$ cat src/rtl/game_end_ctrl.sv
// Minesweeper game-end controller: counts safe reveals, decides win/loss and
// produces the blinking end-of-game strobes for the text overlay.
module game_end_ctrl #(
  parameter int CNT_W        = 9,
  parameter int BLINK_FRAMES = 30
) (
  input  logic             clk,
  input  logic             rst,
  input  logic             new_game,
  input  logic [CNT_W-1:0] safe_cells,
  input  logic             reveal_valid,
  input  logic             reveal_mine,
  input  logic             vsync,
  output logic             game_active,
  output logic             lost,
  output logic             won,
  output logic             game_over,
  output logic             game_won,
  output logic [CNT_W-1:0] revealed_cnt
);

  localparam int FW = $clog2(BLINK_FRAMES + 1);
  localparam logic [FW-1:0] FRAME_LAST = FW'(BLINK_FRAMES - 1);

  typedef enum logic [1:0] {S_IDLE, S_PLAY, S_LOST, S_WON} state_t;

  state_t           state_q, state_d;
  logic [CNT_W-1:0] cnt_q, cnt_d;
  logic [CNT_W-1:0] target_q, target_d;
  logic [FW-1:0]    frame_q, frame_d;
  logic             blink_q, blink_d;
  logic             vsync_q;
  logic             tick;
  logic             rst_meta_q, rst_sync_q;
  logic             active_q, lost_q, won_q, over_q, gwon_q;

  // Assert immediately, release two clock edges later.
  always_ff @(posedge clk or negedge rst) begin
    if (!rst) begin
      rst_meta_q <= 1'b0;
      rst_sync_q <= 1'b0;
    end else begin
      rst_meta_q <= 1'b1;
      rst_sync_q <= rst_meta_q;
    end
  end

  assign tick = vsync & ~vsync_q;

  always_comb begin
    state_d  = state_q;
    cnt_d    = cnt_q;
    target_d = target_q;
    frame_d  = frame_q;
    blink_d  = blink_q;
    if (new_game) begin
      cnt_d    = '0;
      target_d = safe_cells;
      frame_d  = '0;
      if (safe_cells == '0) begin
        state_d = S_WON;
        blink_d = 1'b1;
      end else begin
        state_d = S_PLAY;
        blink_d = 1'b0;
      end
    end else begin
      case (state_q)
        S_PLAY: begin
          frame_d = '0;
          blink_d = 1'b0;
          if (reveal_valid) begin
            if (reveal_mine) begin
              state_d = S_LOST;
              blink_d = 1'b1;
            end else begin
              cnt_d = cnt_q + 1'b1;
              // WON at equality keeps the count from ever passing target.
              if (cnt_q + 1'b1 == target_q) begin
                state_d = S_WON;
                blink_d = 1'b1;
              end
            end
          end
        end
        S_LOST, S_WON: begin
          if (tick) begin
            if (frame_q == FRAME_LAST) begin
              frame_d = '0;
              blink_d = ~blink_q;
            end else begin
              frame_d = frame_q + 1'b1;
            end
          end
        end
        default: begin
          frame_d = '0;
          blink_d = 1'b0;
        end
      endcase
    end
  end

  always_ff @(posedge clk or negedge rst_sync_q) begin
    if (!rst_sync_q) begin
      state_q  <= S_IDLE;
      cnt_q    <= '0;
      target_q <= '0;
      frame_q  <= '0;
      blink_q  <= 1'b0;
      vsync_q  <= 1'b0;
      active_q <= 1'b0;
      lost_q   <= 1'b0;
      won_q    <= 1'b0;
      over_q   <= 1'b0;
      gwon_q   <= 1'b0;
    end else begin
      state_q  <= state_d;
      cnt_q    <= cnt_d;
      target_q <= target_d;
      frame_q  <= frame_d;
      blink_q  <= blink_d;
      vsync_q  <= vsync;
      active_q <= (state_d == S_PLAY);
      lost_q   <= (state_d == S_LOST);
      won_q    <= (state_d == S_WON);
      over_q   <= (state_d == S_LOST) & blink_d;
      gwon_q   <= (state_d == S_WON) & blink_d;
    end
  end

  assign game_active  = active_q;
  assign lost         = lost_q;
  assign won          = won_q;
  assign game_over    = over_q;
  assign game_won     = gwon_q;
  assign revealed_cnt = cnt_q;

endmodule
$ cat config.mk
export PLATFORM = sky130hd
export DESIGN_NAME = game_end_ctrl
export DESIGN_NICKNAME = d
export VERILOG_FILES = /design/src/rtl/game_end_ctrl.sv
export SDC_FILE = /design/constraint.sdc
export NUM_CORES = 1
export LEC_CHECK = 0
export BUFFER_PORTS_ARGS = -buffer_cell sky130_fd_sc_hd__buf_2
export CELL_PAD_IN_SITES_DETAIL_PLACEMENT = 1
export CELL_PAD_IN_SITES_GLOBAL_PLACEMENT = 1
export CORE_MARGIN = 3
export CORE_UTILIZATION = 46
export CTS_BUF_LIST = sky130_fd_sc_hd__clkbuf_2 sky130_fd_sc_hd__clkbuf_4 sky130_fd_sc_hd__clkbuf_8
export DETAILED_ROUTE_END_ITERATION = 10
export HOLD_SLACK_MARGIN = 0.02
export PLACE_DENSITY_LB_ADDON = 0.15
export SETUP_SLACK_MARGIN = 0.02
export SYNTH_ARGS = -nofsm -noshare
export SYNTH_HDL_FRONTEND = slang
export SYNTH_SLANG_ARGS = --single-unit
$ cat constraint.sdc
create_clock -name clk -period 1.55 [get_ports clk]
set_clock_uncertainty 0.1 [all_clocks]
set_input_delay 0.155 -clock clk [delete_from_list [all_inputs] [get_ports clk]]
set_output_delay 0.155 -clock clk [all_outputs]
set_load 0.005 [all_outputs]
; Word level (Yosys, flattened, before mapping)
; Cells that the tools add are included.
[op_classes]
bitwise_logic = 5
reduce_logical = 5
mux = 22
n_addsub = 2
n_eq_ne = 10
[ops]
columns = cell, n
row1 = $mux 9, 4
row2 = $mux 5, 4
row3 = $mux 2, 6
row4 = $add 9x1->9 const B, 1
row5 = $eq 9x9->1, 1
row6 = $logic_not 9->1, 1
row7 = $eq 2x2->1 const B, 4
row8 = $mux 1, 7
row9 = $add 5x1->5 const B, 1
row10 = $eq 5x5->1 const B, 1
row11 = $eq 2x1->1 const B, 2
row12 = $reduce_bool 2->1, 2
row13 = $and 1x1->1, 3
row14 = $ne 3x3->1 const B, 1
row15 = $reduce_and 3->1, 1
row16 = $ne 2x2->1 const B, 1
row17 = $not 1->1, 2
row18 = $pmux 1 s2, 1
row19 = $reduce_or 2->1, 1
[word_totals]
register_bits = 34
inputBits = 15
wordCells = 57

; Logic depth before layout (Yosys ltp)
[logic_depth]
ltp_word = 9
ltp_mapped = 7
depth_no_buf = 7

; Worst setup path before layout
; No wires, ideal clock.
[synth_path]
kind = register to register
startpoint = register cnt_q[0], in the netlist revealed_cnt[0]
endpoint = register active_q, in the netlist game_active
arrival_time_ps = 1758
setup_slack_ps = -428
required_time_ps = 1330
stages_incl_launch_ff = 7
path_buffers = 0
path_cell_list = dfrtp_1 -> ha_1 -> xor2_1 -> a2111oi_4 -> o2111a_2 -> o211ai_2 -> and3_1
[synth_via]
elab_chain_cells = 8
[synth_lines]
columns = item, line_no
row1 = from (decl), 28  ; logic [CNT_W-1:0] cnt_q, cnt_d;
row2 = from (signal assigned), 119  ; cnt_q <= cnt_d;
row3 = $add 9x1->9, 79  ; if (cnt_q + 1'b1 == target_q) begin
row4 = $eq 9x9->1, 79
row5 = $mux 2, 79
row6 = $mux 2, 73  ; if (reveal_mine) begin
row7 = $mux 2, 72  ; if (reveal_valid) begin
row8 = $mux 2, 68  ; case (state_q)
row9 = $mux 2, 56  ; if (new_game) begin
row10 = $eq 2x1->1, 124  ; active_q <= (state_d == S_PLAY);
row11 = to (signal assigned), 124
row12 = to (decl), 35  ; logic active_q, lost_q, won_q, over_q, gwon_q;
; Every way passes these cells.
; A chain may end at the register's enable or synchronous reset.

; Worst setup path in the final report
[layout_path]
startpoint = register cnt_q[0], in the netlist revealed_cnt[0]
endpoint = register over_q, in the netlist game_over
[layout_via]
elab_chain_cells = 9
word_cells_on_any_way = 14
cone_classes = add/sub: 1 / eq/ne: 2 / mux: 10 / bitwise: 1
[layout_lines]
columns = item, line_no
row1 = $add 9x1->9 *, 79
row2 = $eq 9x9->1 *, 79
row3 = $mux 2, 79
row4 = $mux 2, 73
row5 = $mux 2, 72
row6 = $mux 2, 68
row7 = $mux 2, 56
row8 = $eq 2x2->1, 127  ; over_q <= (state_d == S_LOST) & blink_d;
row9 = $and 1x1->1 *, 127
row10 = to (signal assigned), 127
row11 = to (decl), 35
; Mark *: on every way between the ends. The rest lies on a longest branch, timed or not.

==> results.yml <==
outcome:
  status: "complete, but fails checks"
  violations: "negative setup slack"
synthesis:
  postSynthAreaPerCell_sq_um: 10.8
  synthArstFlopShare_pct: 100
  ys_seq_area_share_pct: 46.5
  postSynthCellCount: 170
  ys_ff_latch: 34
  synth_edf_count: 0
  synth.distinct_cells: 50
  syn_nets: 188
  ys.warnings.count: 0
  synth_ff_type: "dfrtp_1"
  syn-cell-area_sq_um: 1830
worst_setup_path:
  r2r_start: "revealed_cnt[0]$_DFFE_PN0P_"
  cp-endpoint: "game_over$_DFF_PN0_"
  cp.arrival_ns: 2.09
  r2r_cells: 6
  r2r_end: "game_over$_DFF_PN0_"
  crit_type: "reg -> reg"
  critPathLaunchType: "flip-flop"
  required_ns: 1.65
  cp-end-kind: "flip-flop"
  worst-r2r-setup-slack_ns: -0.44
  cp-startpoint: "revealed_cnt[0]$_DFFE_PN0P_"
  crit_fanout: 7
place:
  io_buffers: 28
  place.gp.congestion: 0.803
  dp_slack_ns: -0.279
  dp_hpwl_microns: 4050
  dpl_cell_area_sq_um: 2300
clocking:
  clock_latency_ns: 0.31
  cts_buffer_depth: 2
  path_clk_slew_ns: 0.08
  cts_tree: "yes"
  cts-buffers-inserted: 5
  cts_sinks: 34
  root_buffer: "clkbuf_8"
  htree_levels: 2
final_layout:
  fin_area_sq_um: 2550
  fill_cells: 408
  fin_util_pct: 68.2
  nets: 264
  syn_to_final_growth_pct: 39.4
  drive_gt1_share_pct: 43.3
  antenna_cells: 0
pwr:
  finalPower_mw: 2.14
  p_leak_nw: 1.20
  power.density_nw_per_um2: 838
  peakVddDrop_v: 0.000719
sta:
  fin_crit_sh_pct: 129
  finalMaxSlewViolations: 0
  hold_viol: 0
  grt_setup_unrepaired: "true"
  holdWs_ns: 0.0252
  worst_slack_ns: -0.443
  setup_viol: 9
  fmax_mhz: 502
  period_needed_ns: 1.99
floorplanning:
  boundaryPins: 29
  die_x_microns: 69.1
  initial_core_util_pct: 48.9
  coreArea_sq_um: 3740
  design.die.area_sq_um: 4770
  die_h_microns: 69.1
  floorplan.rows: 22
drt:
  wl_met2_microns: 3530
  dr.pass1.iters: 4
  detail_route.wirelength_microns: 7030
  met1_length_microns: 2770
  wl_per_cell_microns: 23.8
  ant_nets: 0
  top_layer_used: "met4"
  drc: 0
  vias_per_cell: 6.03
  vias: 1778
  drt_iter0_drc: 113
  route.met3.wl_microns: 458
min_path:
  hold_path.class: "in -> reg"
global_route:
  antenna_found_initial: 0
  grt_pass1_vias: 1930
  grt-ovfl-total: 0
  grt_max_degree: 20
  grtUsageTotal_pct: 30.0
  grt_pass1_wl_microns: 10800
run:
  max_cap_viol_count: 0
==> critical path: stages (launching register included) <==
cell and delay, ns:
dfrtp_2 0.46, ha_4 0.19, and4_4 0.18, a31oi_1 0.27, o2111a_2 0.31, a21boi_4 0.08
nor4_2 0.29
==> layout by cell type, fill, tap and decap left out, drive strengths merged, types with 2 or more instances in the layout <==
master	instances
buf	68
dfrtp	34
nor2	19
xor2	10
nand2	9
mux2	9
nand3	8
xnor2	7
dlygate4sd3	7
a21oi	6
clkbuf	5
inv	4
nand4	4
and4	4
and2	4
a31oi	3
o21ai	3
nand2b	3
nor4	3
ha	3
nor2b	3
and3	3
nand3b	2
clkinv	2
a21boi	2
nor3	2
a311oi	2
==> routing by layer <==
layer / up-vias / track usage (%)
li1: 759 / -
met1: 893 / 37.6
met2: 101 / 49.9
met3: 25 / 7.14
met4: 0 / 11.3
met5: - / 0
==> cells in the mapped netlist, types with 2 or more instances <==
master | instances | area (sq um)
a21oi_1 | 6 | 30.0
a311oi_1 | 2 | 17.5
a31oi_1 | 3 | 18.8
and2_1 | 2 | 12.5
and2_2 | 2 | 15.0
and3_1 | 2 | 12.5
and4_1 | 3 | 26.3
buf_6 | 2 | 22.5
clkbuf_4 | 2 | 15.0
dfrtp_1 | 34 | 851
ha_1 | 3 | 37.5
inv_1 | 4 | 15.0
mux2_1 | 9 | 101
nand2_1 | 9 | 33.8
nand2b_1 | 3 | 18.8
nand3_1 | 8 | 40.0
nand3b_1 | 2 | 15.0
nand4_1 | 4 | 25.0
nor2_1 | 19 | 71.3
nor2b_1 | 2 | 12.5
nor4_1 | 3 | 18.8
o21ai_0 | 3 | 15.0
xnor2_1 | 7 | 61.3
xor2_1 | 10 | 87.6
==> sequential cells by signal, summed over array words and instances, names as in the netlist, 2 cells and up <==
name,flops
frame_q,5
revealed_cnt,9
state_q,2
target_q,9
==> logic make-up (layout without fill, tap and decap cells) <==
| family | count (synthesis) | after routing | share of synthesized area [%] |
|---|---|---|---|
| compound gates | 26 | 26 | 11.8 |
| xor+xnor | 17 | 17 | 8.13 |
| fa+ha+maj | 3 | 3 | 2.05 |
| buf+inv | 10 | 87 | 3.49 |
| flops | 34 | 34 | 46.5 |
| mux | 10 | 10 | 6.08 |
| other cells | 1 | 1 | 0.205 |
| simple gates | 69 | 69 | 21.7 |
==> cell type report <==
cell class,instances,area [sq um],area share [%]
clock buffers,5,68.8,2.70
clock inverters,3,40.0,1.57
inverters,4,15.0,0.588
multi-input cells,126,998,39.1
flip-flops and latches,34,856,33.5
well taps,48,60.1,2.35
repair buffers,75,514,20.1
==> report_power, final <==
| group | internal (mW) | leakage [nW] | switching [mW] | total (mW) |
|---|---|---|---|---|
| Combinational | 0.144 | 0.707 | 0.169 | 0.313 |
| Clock | 0.474 | 0.0579 | 0.379 | 0.852 |
| Sequential | 0.930 | 0.431 | 0.0444 | 0.974 |
| Total | 1.55 | 1.20 | 0.592 | 2.14 |
==> worst min path at each step <==
| stage | startpoint | to | slack, ns | cells after the start |
|---|---|---|---|---|
| 2_1_floorplan | rst | rst_meta_q$_DFF_PN0_ | -0.24 | 0 |
| 3_3_place_gp | rst | rst_sync_q$_DFF_PN0_ | -0.16 | 1 |
| 3_5_place_dp | rst | rst_meta_q$_DFF_PN0_ | -0.16 | 1 |
| 4_1_cts | safe_cells[7] | target_q[7]$_DFFE_PN0P_ | 0.02 | 2 |
| 5_1_grt | safe_cells[2] | target_q[2]$_DFFE_PN0P_ | 0.03 | 2 |
| 6_report | safe_cells[2] | target_q[2]$_DFFE_PN0P_ | 0.03 | 2 |
==> what timing repair did <==
action / in CTS / in global routing
resized for setup: 7 / 10
hold buffers: 6 / 1
endpoints found under the setup margin: 10 / 12
buffers inserted: 1 / 2
pin swaps: 7 / 6
hold endpoints to repair: 7 / 1
==> through the flow <==
step	std cells	setup TNS [ns]
floorplan	170	-1.26
global placement	279	-1.22
detailed placement	279	-1.57
CTS	293	-1.82
global route	295	-2.85
finish	295	-2.27
Power figures use the tool's default switching activity.
